File: src/rtl/adc_capture_scheduler_pkg.sv
// Shared state encodings, command bytes and frame marker bytes for the ADC capture scheduler.
package adc_capture_scheduler_pkg;

    localparam logic [2:0] ST_IDLE  = 3'd0;
    localparam logic [2:0] ST_RST   = 3'd1;
    localparam logic [2:0] ST_CAL   = 3'd2;
    localparam logic [2:0] ST_SAMP  = 3'd3;
    localparam logic [2:0] ST_DRAIN = 3'd4;

    typedef enum logic [2:0] {
        S_IDLE  = ST_IDLE,
        S_RST   = ST_RST,
        S_CAL   = ST_CAL,
        S_SAMP  = ST_SAMP,
        S_DRAIN = ST_DRAIN
    } state_t;

    localparam logic [7:0] CMD_START = 8'h53;
    localparam logic [7:0] CMD_ABORT = 8'h52;
    localparam logic [7:0] HDR_BYTE  = 8'hA5;
    localparam logic [7:0] TRL_BYTE  = 8'h5A;

    // Idle cycles the sender inserts after each write strobe before looking at uart_rdy.
    localparam int GUARD_CYC = 2;

    function automatic logic [7:0] trailer_byte(input logic ovf);
        return TRL_BYTE | {7'd0, ovf};
    endfunction

endpackage

File: src/rtl/adc_capture_scheduler_if.sv
// UART and ADC pin bundle for the capture scheduler; master is the scheduler side.
interface adc_capture_scheduler_if #(
    parameter int NUM_bit = 6
) ();
    logic [7:0]         uart_rdata;
    logic               uart_vld;
    logic               uart_rdy;
    logic               uart_wreq;
    logic [7:0]         uart_wdata;
    logic               adc_ack;
    logic [NUM_bit-1:0] adc_dout;
    logic               adc_rstn;
    logic               adc_calib_ena;
    logic               adc_ena;
    logic               busy;
    logic               overflow;
    logic [2:0]         state_dbg;

    modport master (
        input  uart_rdata, uart_vld, uart_rdy, adc_ack, adc_dout,
        output uart_wreq, uart_wdata, adc_rstn, adc_calib_ena, adc_ena,
               busy, overflow, state_dbg
    );

    modport slave (
        output uart_rdata, uart_vld, uart_rdy, adc_ack, adc_dout,
        input  uart_wreq, uart_wdata, adc_rstn, adc_calib_ena, adc_ena,
               busy, overflow, state_dbg
    );
endinterface

File: src/rtl/adc_capture_scheduler_sync_fifo.sv
// Single-clock FIFO with registered read data and a synchronous flush that overrides push/pop.
module sync_fifo #(
    parameter int WIDTH = 8,
    parameter int DEPTH = 64
) (
    input  logic             clk,
    input  logic             rst,
    input  logic             flush,
    input  logic             push,
    input  logic [WIDTH-1:0] wdata,
    input  logic             pop,
    output logic [WIDTH-1:0] rdata,
    output logic             full,
    output logic             empty
);
    localparam int AW = (DEPTH > 1) ? $clog2(DEPTH) : 1;

    logic [WIDTH-1:0] mem [DEPTH];
    logic [AW-1:0]    wr_ptr;
    logic [AW-1:0]    rd_ptr;
    logic [AW:0]      count;
    logic             do_push;
    logic             do_pop;

    assign full    = (count == (AW+1)'(DEPTH));
    assign empty   = (count == '0);
    assign do_push = push && !full && !flush;
    assign do_pop  = pop && !empty && !flush;

    always_ff @(posedge clk or posedge rst) begin
        if (rst) begin
            wr_ptr <= '0;
            rd_ptr <= '0;
            count  <= '0;
        end else if (flush) begin
            wr_ptr <= '0;
            rd_ptr <= '0;
            count  <= '0;
        end else begin
            if (do_push) wr_ptr <= wr_ptr + 1'b1;
            if (do_pop)  rd_ptr <= rd_ptr + 1'b1;
            case ({do_push, do_pop})
                2'b10:   count <= count + 1'b1;
                2'b01:   count <= count - 1'b1;
                default: ;
            endcase
        end
    end

    always_ff @(posedge clk) begin
        if (do_push) mem[wr_ptr] <= wdata;
    end

    // Read data resets to zero because it drives uart_wdata directly.
    always_ff @(posedge clk or posedge rst) begin
        if (rst)         rdata <= '0;
        else if (do_pop) rdata <= mem[rd_ptr];
    end
endmodule

File: src/rtl/adc_capture_scheduler.sv
// ADC run sequencer (reset, calibrate, sample, drain) with FIFO-buffered UART streaming.
// Optional frame markers (header/trailer bytes) are built when GIRAFFE_FRAME_MARKER_EN is defined.
module adc_capture_scheduler
    import adc_capture_scheduler_pkg::*;
#(
    parameter int NUM_bit         = 6,
    parameter int NUM_Sampled     = 102400,
    parameter int NUM_Calibration = 1000,
    parameter int RST_CYC         = 16,
    parameter int FIFO_DEPTH      = 64
) (
    input logic                     clk,
    input logic                     rst,
    adc_capture_scheduler_if.master bus
);
    localparam int RST_W = $clog2(RST_CYC + 1);
    localparam int CAL_W = $clog2(NUM_Calibration + 1);
    localparam int SMP_W = $clog2(NUM_Sampled + 1);
    localparam int GRD_W = $clog2(GUARD_CYC + 2);

    state_t             state;
    state_t             state_nx;
    logic [RST_W-1:0]   rst_cnt;
    logic [CAL_W-1:0]   cal_cnt;
    logic [SMP_W-1:0]   smp_cnt;
    logic [GRD_W-1:0]   guard;
    logic [NUM_bit-1:0] dout;
    logic               start_cmd, abort_cmd;
    logic               rst_last, cal_last, smp_last;
    logic               samp_ack, fifo_push, drain_done;
    logic               fifo_full, fifo_empty;
    logic [7:0]         fifo_rdata;
    logic               can_send, pop, mark_go, tx_go;
    logic               adc_rstn_q, calib_q, ena_q, wreq_q, ovf_q;

    assign dout      = bus.adc_dout;
    assign abort_cmd = bus.uart_vld && (bus.uart_rdata == CMD_ABORT);
    assign start_cmd = bus.uart_vld && (bus.uart_rdata == CMD_START) && (state == S_IDLE);
    assign rst_last  = (rst_cnt == RST_W'(RST_CYC - 1));
    assign cal_last  = bus.adc_ack && (cal_cnt == CAL_W'(NUM_Calibration - 1));
    assign smp_last  = bus.adc_ack && (smp_cnt == SMP_W'(NUM_Sampled - 1));
    assign samp_ack  = (state == S_SAMP) && bus.adc_ack && !abort_cmd;
    assign fifo_push = samp_ack && !fifo_full;
    assign can_send  = bus.uart_rdy && (guard == '0) && !abort_cmd;
    assign tx_go     = pop || mark_go;

    always_ff @(posedge clk or posedge rst) begin
        if (rst) state <= S_IDLE;
        else     state <= state_nx;
    end

    always_comb begin
        state_nx = state;
        if (abort_cmd) begin
            state_nx = S_IDLE;
        end else begin
            case (state)
                S_IDLE:  if (start_cmd)  state_nx = S_RST;
                S_RST:   if (rst_last)   state_nx = S_CAL;
                S_CAL:   if (cal_last)   state_nx = S_SAMP;
                S_SAMP:  if (smp_last)   state_nx = S_DRAIN;
                S_DRAIN: if (drain_done) state_nx = S_IDLE;
                default:                 state_nx = S_IDLE;
            endcase
        end
    end

    // Run counters saturate at their terminal value; START rearms them.
    always_ff @(posedge clk or posedge rst) begin
        if (rst) begin
            rst_cnt <= '0;
            cal_cnt <= '0;
            smp_cnt <= '0;
        end else if (start_cmd) begin
            rst_cnt <= '0;
            cal_cnt <= '0;
            smp_cnt <= '0;
        end else if (!abort_cmd) begin
            if (state == S_RST && rst_cnt != RST_W'(RST_CYC))
                rst_cnt <= rst_cnt + 1'b1;
            if (state == S_CAL && bus.adc_ack && cal_cnt != CAL_W'(NUM_Calibration))
                cal_cnt <= cal_cnt + 1'b1;
            if (state == S_SAMP && bus.adc_ack && smp_cnt != SMP_W'(NUM_Sampled))
                smp_cnt <= smp_cnt + 1'b1;
        end
    end

    // ADC pins are registered from the next state so they change with the state itself.
    always_ff @(posedge clk or posedge rst) begin
        if (rst) begin
            adc_rstn_q <= 1'b0;
            calib_q    <= 1'b0;
            ena_q      <= 1'b0;
            wreq_q     <= 1'b0;
            guard      <= '0;
            ovf_q      <= 1'b0;
        end else begin
            adc_rstn_q <= (state_nx != S_RST);
            calib_q    <= (state_nx == S_CAL);
            ena_q      <= (state_nx == S_SAMP);
            wreq_q     <= tx_go;
            if (tx_go)              guard <= GRD_W'(GUARD_CYC + 1);
            else if (guard != '0)   guard <= guard - 1'b1;
            if (start_cmd)                  ovf_q <= 1'b0;
            else if (samp_ack && fifo_full) ovf_q <= 1'b1;
        end
    end

`ifdef GIRAFFE_FRAME_MARKER_EN
    logic       hdr_pend, trl_sent, mark_sel;
    logic [7:0] mark_q;
    logic       trl_want;

    assign trl_want   = (state == S_DRAIN) && fifo_empty && !trl_sent;
    assign mark_go    = can_send && (hdr_pend || trl_want);
    assign pop        = can_send && !fifo_empty && !mark_go;
    assign drain_done = trl_sent && bus.uart_rdy;

    // Header is queued on SAMP entry; trailer only once the FIFO has fully drained.
    always_ff @(posedge clk or posedge rst) begin
        if (rst) begin
            hdr_pend <= 1'b0;
            trl_sent <= 1'b0;
            mark_sel <= 1'b0;
            mark_q   <= 8'd0;
        end else begin
            if (start_cmd) trl_sent <= 1'b0;
            if (abort_cmd) begin
                hdr_pend <= 1'b0;
            end else if (state == S_CAL && state_nx == S_SAMP) begin
                hdr_pend <= 1'b1;
            end else if (mark_go) begin
                if (hdr_pend) hdr_pend <= 1'b0;
                else          trl_sent <= 1'b1;
            end
            if (tx_go)   mark_sel <= mark_go;
            if (mark_go) mark_q   <= hdr_pend ? HDR_BYTE : trailer_byte(ovf_q);
        end
    end

    assign bus.uart_wdata = mark_sel ? mark_q : fifo_rdata;
`else
    assign mark_go        = 1'b0;
    assign pop            = can_send && !fifo_empty;
    assign drain_done     = fifo_empty && bus.uart_rdy;
    assign bus.uart_wdata = fifo_rdata;
`endif

    sync_fifo #(
        .WIDTH (8),
        .DEPTH (FIFO_DEPTH)
    ) u_fifo (
        .clk   (clk),
        .rst   (rst),
        .flush (abort_cmd),
        .push  (fifo_push),
        .wdata (8'(dout)),
        .pop   (pop),
        .rdata (fifo_rdata),
        .full  (fifo_full),
        .empty (fifo_empty)
    );

    assign bus.uart_wreq     = wreq_q;
    assign bus.adc_rstn      = adc_rstn_q;
    assign bus.adc_calib_ena = calib_q;
    assign bus.adc_ena       = ena_q;
    assign bus.busy          = (state != S_IDLE);
    assign bus.overflow      = ovf_q;
    assign bus.state_dbg     = state;
endmodule

File: src/flat_wrapper.sv
// flat-port wrapper written by rule: the top's interface ports become plain ports
module adc_capture_scheduler_flat import adc_capture_scheduler_pkg::*;
#(
    parameter int NUM_bit         = 6,
    parameter int NUM_Sampled     = 102400,
    parameter int NUM_Calibration = 1000,
    parameter int RST_CYC         = 16,
    parameter int FIFO_DEPTH      = 64
)
  (clk, rst, bus_uart_rdata, bus_uart_vld, bus_uart_rdy, bus_adc_ack, bus_adc_dout, bus_uart_wreq, bus_uart_wdata, bus_adc_rstn, bus_adc_calib_ena, bus_adc_ena, bus_busy, bus_overflow, bus_state_dbg);
  adc_capture_scheduler_if #(.NUM_bit(NUM_bit)) bus_i ();
  input logic clk;
  input logic rst;
  input wire logic [$bits(bus_i.uart_rdata)-1:0] bus_uart_rdata;
  input wire logic [$bits(bus_i.uart_vld)-1:0] bus_uart_vld;
  input wire logic [$bits(bus_i.uart_rdy)-1:0] bus_uart_rdy;
  input wire logic [$bits(bus_i.adc_ack)-1:0] bus_adc_ack;
  input wire logic [$bits(bus_i.adc_dout)-1:0] bus_adc_dout;
  output wire logic [$bits(bus_i.uart_wreq)-1:0] bus_uart_wreq;
  output wire logic [$bits(bus_i.uart_wdata)-1:0] bus_uart_wdata;
  output wire logic [$bits(bus_i.adc_rstn)-1:0] bus_adc_rstn;
  output wire logic [$bits(bus_i.adc_calib_ena)-1:0] bus_adc_calib_ena;
  output wire logic [$bits(bus_i.adc_ena)-1:0] bus_adc_ena;
  output wire logic [$bits(bus_i.busy)-1:0] bus_busy;
  output wire logic [$bits(bus_i.overflow)-1:0] bus_overflow;
  output wire logic [$bits(bus_i.state_dbg)-1:0] bus_state_dbg;
  assign bus_i.uart_rdata = bus_uart_rdata;
  assign bus_i.uart_vld = bus_uart_vld;
  assign bus_i.uart_rdy = bus_uart_rdy;
  assign bus_i.adc_ack = bus_adc_ack;
  assign bus_i.adc_dout = bus_adc_dout;
  assign bus_uart_wreq = bus_i.uart_wreq;
  assign bus_uart_wdata = bus_i.uart_wdata;
  assign bus_adc_rstn = bus_i.adc_rstn;
  assign bus_adc_calib_ena = bus_i.adc_calib_ena;
  assign bus_adc_ena = bus_i.adc_ena;
  assign bus_busy = bus_i.busy;
  assign bus_overflow = bus_i.overflow;
  assign bus_state_dbg = bus_i.state_dbg;
  adc_capture_scheduler #(.NUM_bit(NUM_bit), .NUM_Sampled(NUM_Sampled), .NUM_Calibration(NUM_Calibration), .RST_CYC(RST_CYC), .FIFO_DEPTH(FIFO_DEPTH)) u_core (.clk(clk), .rst(rst), .bus(bus_i));
endmodule
File: config.mk
export PLATFORM = sky130hd
export DESIGN_NAME = adc_capture_scheduler_flat
export DESIGN_NICKNAME = d
export VERILOG_FILES = /design/src/rtl/adc_capture_scheduler_pkg.sv /design/src/rtl/adc_capture_scheduler_if.sv /design/src/rtl/adc_capture_scheduler_sync_fifo.sv /design/src/rtl/adc_capture_scheduler.sv /design/src/flat_wrapper.sv
export SDC_FILE = /design/constraint.sdc
export NUM_CORES = 1
export LEC_CHECK = 0
export ABC_AREA = 1
export BUFFER_PORTS_ARGS = -buffer_cell sky130_fd_sc_hd__buf_2
export CAP_MARGIN = 10
export CELL_PAD_IN_SITES_DETAIL_PLACEMENT = 1
export CELL_PAD_IN_SITES_GLOBAL_PLACEMENT = 1
export CORE_UTILIZATION = 54
export DETAILED_ROUTE_END_ITERATION = 12
export PLACE_DENSITY = 0.92
export RECOVER_POWER = 50
export SYNTH_ARGS = -nofsm -noshare
export SYNTH_HDL_FRONTEND = slang
export SYNTH_SLANG_ARGS = --single-unit
File: constraint.sdc
create_clock -name clk -period 5.8 [get_ports clk]
set_input_delay 0.58 -clock clk [delete_from_list [all_inputs] [get_ports clk]]
set_output_delay 0.58 -clock clk [all_outputs]
set_load 0.05 [all_outputs]
# [Word-level counts from Yosys, hierarchy flattened]
# Memory sizes are Yosys's and may differ from the RTL's. A register that Yosys moved wholly into a read port is not among the register bits.
# Cells that the tools add are included.
[word_totals] n_memories=1 reg_bits=69 input_bits=19 elab_cells=110 ram_bits=384 out_inout_bits=17
[mem_list] name="u_core.u_fifo.mem" depth=64 width=6 rd=1 rd_clocked_by_memory_dff=1 wr=1 line="adc_capture_scheduler_sync_fifo.sv:18" rtl="logic [WIDTH-1:0] mem [DEPTH];"
[classes] reduce_logical=40 n_addsub=8 n_eq_ne=19 mux=28
[ops] op="17-bit two-way mux" n=3
[ops] op="10-bit two-way mux" n=3
[ops] op="6-bit two-way mux" n=4
[ops] op="1-bit logical AND" n=21
[ops] op="3-bit two-way mux" n=6
[ops] op="17-bit by 1-bit adder with 17-bit output, second input constant" n=1
[ops] op="17-bit == test, second input constant" n=1
[ops] op="17-bit != test, second input constant" n=1
[ops] op="8-bit by 7-bit == test with 1-bit output, second input constant" n=2
[ops] op="2-bit nonzero test" n=8
[ops] op="5-bit two-way mux" n=3
[ops] op="3-bit one-hot mux with 5 select lines" n=1
[ops] op="7-bit one-hot mux with 2 select lines" n=1
[ops] op="6-bit by 1-bit adder with 6-bit output, second input constant" n=2
[ops] op="3-bit by 2-bit == test with 1-bit output, second input constant" n=4
[ops] op="10-bit by 1-bit adder with 10-bit output, second input constant" n=1
[ops] op="10-bit == test, second input constant" n=1
[ops] op="10-bit != test, second input constant" n=1
[ops] op="7-bit by 1-bit adder with 7-bit output, second input constant" n=1
[ops] op="7-bit == test, second input constant" n=1
[ops] op="7-bit logical NOT" n=1
[ops] op="7-bit two-way mux" n=1
[ops] op="7-bit by 1-bit subtractor with 7-bit output, second input constant" n=1
[ops] op="2-bit AND reduction" n=3
[ops] op="16 further kinds" n=23

# [Logic depth before layout (Yosys ltp)]
# Gate-level depths: netlist (run 1).
[depth] depth_word=10 mapped_depth=18 depth_no_buf=18

# [Hierarchy]
# A second synthesis (run 1) with hierarchy kept.
[unflattened] cells_unflattened=2588 area_unflattened_um2=25922.4
[modules_own_cells] module="sync_fifo" cells_each=2161 area_per_inst_um2=23074.6 seq_area_each_um2=16050.4 n_inst=1
[modules_own_cells] module="adc_capture_scheduler" cells_each=427 area_per_inst_um2=2847.7 seq_area_each_um2=1051.0 n_inst=1

# [Least setup slack after synthesis (run 1)]
# Ideal clock, no wire load.
[synth_path] path_kind="flip-flop to flip-flop" startpoint="register u_core.state[0], in the netlist u_core.bus.state_dbg[0]" endpoint="register u_core.u_fifo.count[6]" setup_time_ns=0.125 n_path_buf=0 path_stages_with_launch=17 t_arrival_ns=2.686 slack_ns=2.989 period_less_slack_ns=2.811 required_time_ns=5.675 cell_sequence="dfrtp_1 nand2_1 nor2_1 nand2_1 inv_1 nand2_1 nor2_4 inv_1 ha_1 fa_1 nand3_1 nand3_1 nand2_1 nand2_1 a21oi_1 xor2_1 o22ai_1"
[synth_between] elab_chain_cells=9 word_cells_on_any_way=11 cone_classes="3 x eq/ne; 2 x mux; 6 x reduce/logical"
[synth_lines] item="start, declared" line="adc_capture_scheduler.sv:21" rtl="state_t state;"
[synth_lines] item="start signal, assigned" line="adc_capture_scheduler.sv:49" rtl="else state <= state_nx;"
[synth_lines] item="3-bit by 2-bit == test with 1-bit output (*)" line="adc_capture_scheduler.sv:42" rtl="assign samp_ack = (state == S_SAMP) && bus.adc_ack && !abort_cmd;"
[synth_lines] item="1-bit logical AND (*) (2 in series)" line="adc_capture_scheduler.sv:42"
[synth_lines] item="1-bit logical AND (*)" line="adc_capture_scheduler.sv:43" rtl="assign fifo_push = samp_ack && !fifo_full;"
[synth_lines] item="1-bit logical AND (*) (2 in series)" line="adc_capture_scheduler_sync_fifo.sv:27" rtl="assign do_push = push && !full && !flush;"
[synth_lines] item="2-bit by 1-bit == test with 1-bit output or 2-bit == test (tied branches)" line="adc_capture_scheduler_sync_fifo.sv:42" rtl="case ({do_push, do_pop})"
[synth_lines] item="7-bit one-hot mux with 2 select lines" line="adc_capture_scheduler_sync_fifo.sv:42"
[synth_lines] item="7-bit two-way mux" line="adc_capture_scheduler_sync_fifo.sv:35" rtl="end else if (flush) begin"
[synth_lines] item="end signal, assigned" line="adc_capture_scheduler_sync_fifo.sv:43" rtl="2'b10: count <= count + 1'b1;"
[synth_lines] item="end signal, assigned" line="adc_capture_scheduler_sync_fifo.sv:44" rtl="2'b01: count <= count - 1'b1;"
[synth_lines] item="end, declared" line="adc_capture_scheduler_sync_fifo.sv:21" rtl="logic [AW:0] count;"
# Mark *: on every way between the ends. The rest lies on a longest branch, timed or not.
# A chain may end at the register's enable or synchronous reset.

# [Worst setup path after layout (run 1)]
[layout_path] startpoint="input bus_uart_rdata[5]" endpoint="register u_core.u_fifo.count[6]"
[layout_between] elab_chain_cells=10 word_cells_on_any_way=16 cone_classes="3 x eq/ne; 2 x mux; 11 x reduce/logical"
[layout_lines] item="start, declared" line="flat_wrapper.sv:14" rtl="input wire logic [$bits(bus_i.uart_rdata)-1:0] bus_uart_rdata;"
[layout_lines] item="8-bit by 7-bit == test with 1-bit output (*)" line="adc_capture_scheduler.sv:37" rtl="assign abort_cmd = bus.uart_vld && (bus.uart_rdata == CMD_ABORT);"
[layout_lines] item="1-bit logical AND (*)" line="adc_capture_scheduler.sv:37"
[layout_lines] item="1-bit logical NOT"
[layout_lines] item="1-bit logical AND, on equally long branches" line="adc_capture_scheduler.sv:44, adc_capture_scheduler.sv:42"
[layout_lines] item="1-bit logical AND, on equally long branches" line="adc_capture_scheduler.sv:144, adc_capture_scheduler.sv:43"
[layout_lines] item="1-bit logical AND, on equally long branches (2 in series)" line="adc_capture_scheduler_sync_fifo.sv:28, adc_capture_scheduler_sync_fifo.sv:27"
[layout_lines] item="2-bit by 1-bit == test with 1-bit output or 2-bit == test (tied branches)" line="adc_capture_scheduler_sync_fifo.sv:42"
[layout_lines] item="7-bit one-hot mux with 2 select lines" line="adc_capture_scheduler_sync_fifo.sv:42"
[layout_lines] item="7-bit two-way mux" line="adc_capture_scheduler_sync_fifo.sv:35"
# Marked as above.

==> impl_metrics.py, run 1 <==
metrics = {
    "status": {
        "status": "complete, but fails checks",
        "violations": "max-capacitance violations, max-slew violations",
    },
    "global_route": {
        "grt_pass1_wl_um": 93240,
        "groute.usage.overall_pct": 33.84,
        "antenna_found_initial": 0,
        "grt_pass1_vias": 15800,
        "grt.overflow.total": 0,
        "grt_max_degree": 102,
    },
    "route": {
        "routedWlPerCell_um": 26.04,
        "drt-total-wl_um": 61290,
        "num_vias": 15030,
        "first_iter_violations": 1612,
        "ant_nets": 0,
        "vias_per_cell": 6.384,
        "drtPass1Iterations": 6,
        "drc": 0,
    },
    "setup_path": {
        "regToRegStartpoint": "u_core.u_fifo.count[0]",
        "path_max_fanout": 16,
        "rrSetupSlack_ns": 2.11,
        "worstPathArrival_ns": 4.18,
        "r2r_cells": 15,
        "rr_endpoint": "u_core.u_fifo.count[6]",
        "crit_type": "in2reg",
        "cp-end-kind": "flip-flop",
        "cp-startpoint": "bus_uart_rdata[5]",
        "crit_required_ns": 6.24,
        "critPathLaunchType": "input port",
    },
    "cells_and_area": {
        "num-fill-cells": 3741,
        "layoutNonFillerInstCount": 2354,
        "area_growth_syn_to_layout_pct": 9.693,
        "final_layout_size_suffix_gt1_share_pct": 5.969,
        "finalNetCount": 1894,
        "antennaDiodeCount": 0,
    },
    "place": {
        "io_buffers": 33,
        "gp_congestion": 0.9029,
        "dpl.hpwl_um": 35420,
        "place_inst": 2271,
    },
    "power_and_ir_drop": {
        "power.density_mw_per_mm2": 468.6,
        "p_leak_nw": 8.202,
        "peakVddDrop_mv": 0.3196,
    },
    "sta": {
        "final-hold-violation-count": 0,
        "setup_tns_ns": 0,
        "clock_skew_ns": 0.01784,
        "grt_setup_unrepaired": "no",
        "setup_violations": 0,
        "tightestPinTransition_ns": 3.663,
        "fmax_mhz": 267.1,
        "finalCritPeriodShare_pct": 64.54,
        "slew_viol_final": 390,
        "max_slew_margin_pct": -144.2,
        "period_minus_slack_ns": 3.743,
    },
    "yosys": {
        "syn_area_per_cell_um2": 10.55,
        "synth_area_leaders": "edfxtp_1, nand2_1, nand3_1, dfrtp_1, nor2_1",
        "synth_top_family_by_area": "simple AND/OR/NAND/NOR gates",
        "yosys.area.top_type": "edfxtp_1",
        "netlist_instances": 1853,
        "synth_ff_type": "edfxtp_1",
        "synth_warnings": 0,
        "synth.distinct_cells": 37,
        "synth_top_area_share_pct": 58.96,
        "synth_compound_area_share_pct": 1.804,
        "netlist_area_mm2": 0.01956,
        "synth-adder-area-share_pct": 1.126,
        "synthArstFlopShare_pct": 14.86,
        "yosysMostFrequentCell": "nand2_1",
        "synth_edf_count": 384,
        "synth_seq_area_share_pct": 67.54,
        "synthMuxAreaShare_pct": 0,
        "synth_commonest_cells": "nand2_1, nand3_1, edfxtp_1",
        "synth-seq-cells": 451,
        "yosys.area_share.simple_pct": 24.71,
        "synth_xor_area_share_pct": 1.075,
    },
    "hold_path": {
        "hold_class": "in2async",
    },
    "clocking": {
        "root_buffer": "clkbuf_16",
        "cts_tree": "yes",
        "cts-resized-gates": 0,
        "ctsHoldBuffers": 0,
        "cts_setup_buffers": 0,
        "h-tree-depth": 2,
        "cts_sinks": 451,
        "clock_latency_ns": 0.57,
        "clock_path_buffers": 3,
        "path_clk_slew_ns": 0.06,
        "numCtsBuffers": 46,
    },
    "die": {
        "die_height_um": 192.3,
        "dieArea_mm2": 0.03698,
        "die_x_um": 192.3,
        "io_pins": 36,
        "num_rows": 69,
        "initial_utilization_pct": 54.98,
        "core_area_mm2": 0.03557,
    },
    "job": {
        "cap_violations": 6,
    },
}
## cells by family after synthesis
group / after synthesis
buffers and inverters: 173
AO/OA/AOI/OAI: 62
adder cells (fa/ha/maj): 17
AND/OR/NAND/NOR: 1125
XOR/XNOR: 24
flip-flops: 451
other: 1
## critical path, stage by stage
cell and delay (ns):
buf_2 0.10, nor2_1 0.10, nand3_1 0.11, inv_1 0.10, nand3_1 0.55, nand2_1 0.60, inv_1 0.29, ha_1 0.41
fa_1 0.46, nand3_1 0.11, nand3_1 0.11, nand2_1 0.13, nand2_1 0.08, a21oi_1 0.17, xor2_1 0.18, o22ai_1 0.10
## sequential cells by signal, indices dropped and copies added (netlist names), 2 cells and up
signal / flops
u_core.cal_cnt: 10
u_core.u_fifo.rdata: 6
u_core.u_fifo.rd_ptr: 6
u_core.guard: 2
u_core.u_fifo.mem: 384
u_core.smp_cnt: 17
u_core.u_fifo.wr_ptr: 6
u_core.rst_cnt: 5
u_core.bus.state_dbg: 3
u_core.u_fifo.count: 7
## final cells by class
cell class	instances	area, um^2	area share, %
flip-flops and latches	451	13210	61.60
multi-input cells	1230	5623	26.21
clock buffers	67	1344	6.264
well taps	461	576.8	2.689
inverters	81	306.5	1.429
repair buffers	48	259.0	1.207
clock inverters	16	128.9	0.6008
## layer usage
metal	global-route usage, %	share of wire (%)	vias up
li1	-	-	6400
met1	41.76	37	7550
met2	57.01	50	841
met3	5.947	7.7	238
met4	17.75	5.4	0
met5	0	0	-
## how the worst max path moves through the flow
| stage | endpoint | slack [ns] |
|---|---|---|
| global route | u_core.u_fifo.count[6] | 1.94 |
| global placement | u_core.u_fifo.count[6] | 2.05 |
| finish | u_core.u_fifo.count[6] | 2.06 |
| floorplan | u_core.u_fifo.count[6] | 2.99 |
| CTS | u_core.u_fifo.count[6] | 2.18 |
| detailed placement | u_core.u_fifo.count[6] | 1.73 |
## cells in the final DEF (no fill, tap or decap), drive strengths merged, types with 2 or more instances in the layout
cell / count
a21oi: 10
buf: 35
bufinv: 2
clkbuf: 80
clkinv: 16
conb: 2
dfrtp: 67
edfxtp: 384
ha: 16
inv: 79
nand2: 570
nand3: 391
nand4: 14
nor2: 120
nor3: 21
nor4: 6
o21ai: 37
o22ai: 7
o31ai: 3
xnor2: 5
xor2: 19
## where the power goes
part           internal (W)  switching (W)  leakage [nW]
Sequential          0.00365       0.000222          4.21
Clock               0.00169        0.00125         0.729
Combinational      0.000825        0.00242          3.26
Total               0.00616        0.00389          8.20
## through the flow
stage | instance area, um^2 | worst slack, ns | utilization [%] | total power (W) | hold WS [ns]
final | 21450 | 2.057 | 60.31 | 0.01005 | 0.2737
after CTS | 21480 | 2.182 | 60.40 | 0.009971 | 0.3011
after global placement | 20010 | 2.047 | 56.26 | 0.006688 | 0.4658
after floorplan | 19560 | 2.989 | - | 0.005928 | 0.4908
after detailed placement | 20010 | 1.734 | 56.26 | 0.006933 | 0.4689
after global routing | 21450 | 1.936 | 60.31 | 0.01041 | 0.3629
Power figures use the tool's default switching activity.
==> inputs of run 2 (changes only) <==
- CORE_UTILIZATION: 54 -> 45
- PLACE_DENSITY: 0.92 -> 0.83
- clock period: 5.8 -> 3.3 ns (I/O delays scaled with it)
==> run 2 against run 1 <==
  * The run still ends with max-capacitance violations, max-slew violations left
  * Clock power grew 73%
  * Worst hold slack worse by 0.14 ns
  * Critical endpoint is now u_core.u_fifo.mem[19][1]
  * Largest power group unchanged
  * Count of clock-buffer cells in the layout rose by 7
==> impl_metrics.py, run 2 (synthesis gave the netlist of run 1 again) <==
metrics = {
    "hold_path": {
        "holdPathStages": 4,
        "min_to": "u_core.bus.state_dbg[2]",
        "hold_class": "in2reg",
        "worstHoldStart": "bus_uart_rdy",
    },
    "cells_and_area": {
        "top_register": "u_core.u_fifo.mem",
        "largest_reg_flops": 384,
        "layoutNonFillerInstCount": 2497,
        "fin_util_pct": 50.62,
        "area_growth_syn_to_layout_pct": 11.25,
        "num-fill-cells": 4698,
        "seq_area_mm2": 0.01321,
        "layout_commonest_cell": "nand2_1",
        "final_layout_size_suffix_gt1_share_pct": 6.224,
        "largestRegisters": "u_core.u_fifo.mem: 384 flops, u_core.smp_cnt: 17 flops, u_core.cal_cnt: 10 flops",
        "antennaDiodeCount": 0,
        "finalNetCount": 1916,
        "multi_input_area_mm2": 0.005625,
        "final_cell_mix": "nand2_1, nand3_1, edfxtp_1",
    },
    "route": {
        "routedWlPerCell_um": 22.37,
        "drc": 0,
        "drt-total-wl_um": 55860,
        "ant_nets": 0,
        "first_iter_violations": 1149,
        "vias_per_cell": 5.708,
        "num_vias": 14250,
        "drtPass1Iterations": 5,
    },
    "global_route": {
        "grt_pass1_vias": 15090,
        "groute.usage.overall_pct": 25.76,
        "grt_max_degree": 108,
        "grt.overflow.total": 0,
        "antenna_found_initial": 1,
        "grt_pass1_wl_um": 86230,
    },
    "status": {
        "violations": "max-capacitance violations, max-slew violations",
        "status": "complete, but fails checks",
    },
    "setup_path": {
        "worstPathArrival_ns": 3.22,
        "rrSetupSlack_ns": 0.29,
        "crit_required_ns": 3.51,
        "critPathLaunchType": "flip-flop",
        "rr_endpoint": "u_core.u_fifo.mem[19][1]",
        "path_max_fanout": 8,
        "regToRegStartpoint": "u_core.bus.state_dbg[0]",
        "r2r_cells": 10,
        "cp-end-kind": "flip-flop",
        "crit_type": "reg2reg",
    },
    "place": {
        "dpl.hpwl_um": 34580,
        "io_buffers": 33,
        "gp_congestion": 0.8626,
        "place_inst": 2414,
    },
    "sta": {
        "tightestPinTransition_ns": 2.700,
        "fmax_mhz": 332.3,
        "finalCritPeriodShare_pct": 91.18,
        "final-hold-violation-count": 0,
        "slew_viol_final": 336,
        "grt_setup_unrepaired": "no",
        "clock_skew_ns": 0.01459,
        "period_minus_slack_ns": 3.009,
        "whs_ns": 0.1339,
        "max_slew_margin_pct": -79.98,
        "setup_tns_ns": 0,
        "setup_violations": 0,
    },
    "power_and_ir_drop": {
        "power.density_mw_per_mm2": 793.3,
        "p_leak_nw": 8.267,
        "peakVddDrop_mv": 0.5283,
    },
    "die": {
        "initial_utilization_pct": 45.50,
        "die_height_um": 210.5,
        "core_area_mm2": 0.04298,
        "dieArea_mm2": 0.04430,
        "io_pins": 36,
        "num_rows": 76,
        "die_x_um": 210.5,
    },
    "clocking": {
        "h-tree-depth": 2,
        "cts_tree": "yes",
        "clock_path_buffers": 3,
        "cts_setup_buffers": 0,
        "clock_latency_ns": 0.58,
        "numCtsBuffers": 48,
        "path_clk_slew_ns": 0.06,
        "root_buffer": "clkbuf_16",
        "cts_sinks": 451,
    },
    "job": {
        "cap_violations": 7,
    },
}
## run 2: cell types whose count changed in the layout (fill, tap and decap cells not counted)
cell,previous run,this run
clkbuf_1,26,39
buf_4,8,18
clkinv_2,9,2
buf_12,1,5
clkbuf_2,0,3
buf_2,26,24
clkbuf_8,5,3
dlygate4sd3_1,0,1
ha_1,16,15
ha_2,0,1
inv_6,1,0
## run 2: worst max-delay path by stage
| stage | startpoint | endpoint | slack (ns) | depth (start not counted) |
|---|---|---|---|---|
| finish | u_core.bus.state_dbg[0] | u_core.u_fifo.mem[19][1] | 0.29 | 10 |
| floorplan | u_core.bus.state_dbg[0] | u_core.u_fifo.count[6] | 0.49 | 16 |
| global route | u_core.bus.state_dbg[0] | u_core.u_fifo.count[6] | 0.09 | 16 |
| global placement | bus_uart_rdata[5] | u_core.u_fifo.count[6] | 0.44 | 17 |
| detailed placement | u_core.u_fifo.count[0] | u_core.u_fifo.count[6] | 0.33 | 14 |
| CTS | u_core.bus.state_dbg[0] | u_core.u_fifo.count[6] | 0.23 | 16 |
## run 2: stage by stage
stage	instance area (um^2)	setup WS [ns]	power (W)
3_3_place_gp	20370	0.4365	0.01191
6_report	21760	0.2909	0.01726
4_1_cts	21820	0.2284	0.01731
3_5_place_dp	20370	0.3287	0.01220
2_1_floorplan	19560	0.4890	0.01042
5_1_grt	21760	0.09025	0.01808
## run 2: cell type report
cell class | instances | area share [%]
Sequential cell | 451 | 60.73
Multi-Input combinational cell | 1230 | 25.86
Clock buffer | 74 | 6.205
Tap cell | 585 | 3.364
Timing Repair Buffer | 68 | 2.042
Inverter | 81 | 1.409
Clock inverter | 8 | 0.3911
## run 2: what timing repair did
item                                    CTS  global route
hold buffers                              1             0
gates resized for setup                   0             1
endpoints found under the hold margin    32             0
endpoints found under the setup margin    0             2
## run 2: worst max-delay path, cell delays in order, from the launching register on
cell and delay (ns):
dfrtp_1 0.42, nand2_1 0.08, nor2_1 0.21, nand2_1 0.14, inv_1 0.11, nand2_1 0.13
nor2_4 0.20, inv_1 0.14, nor2_4 0.13, nand2_1 0.44, nor2_1 0.65
## run 2: routing by layer
| layer | vias to the layer above | routed length [um] | track usage, % |
|---|---|---|---|
| met5 | - | 10 | 0 |
| met4 | 2 | 1801 | 8.896 |
| met3 | 121 | 2922 | 3.561 |
| met2 | 459 | 28290 | 45.35 |
| met1 | 7235 | 22840 | 32.58 |
| li1 | 6436 | - | - |
## run 2: power by group
part           switching [W]  internal, W  leakage (nW)
logic                0.00400      0.00150          3.36
clock network        0.00214      0.00294         0.694
registers           0.000270      0.00640          4.21
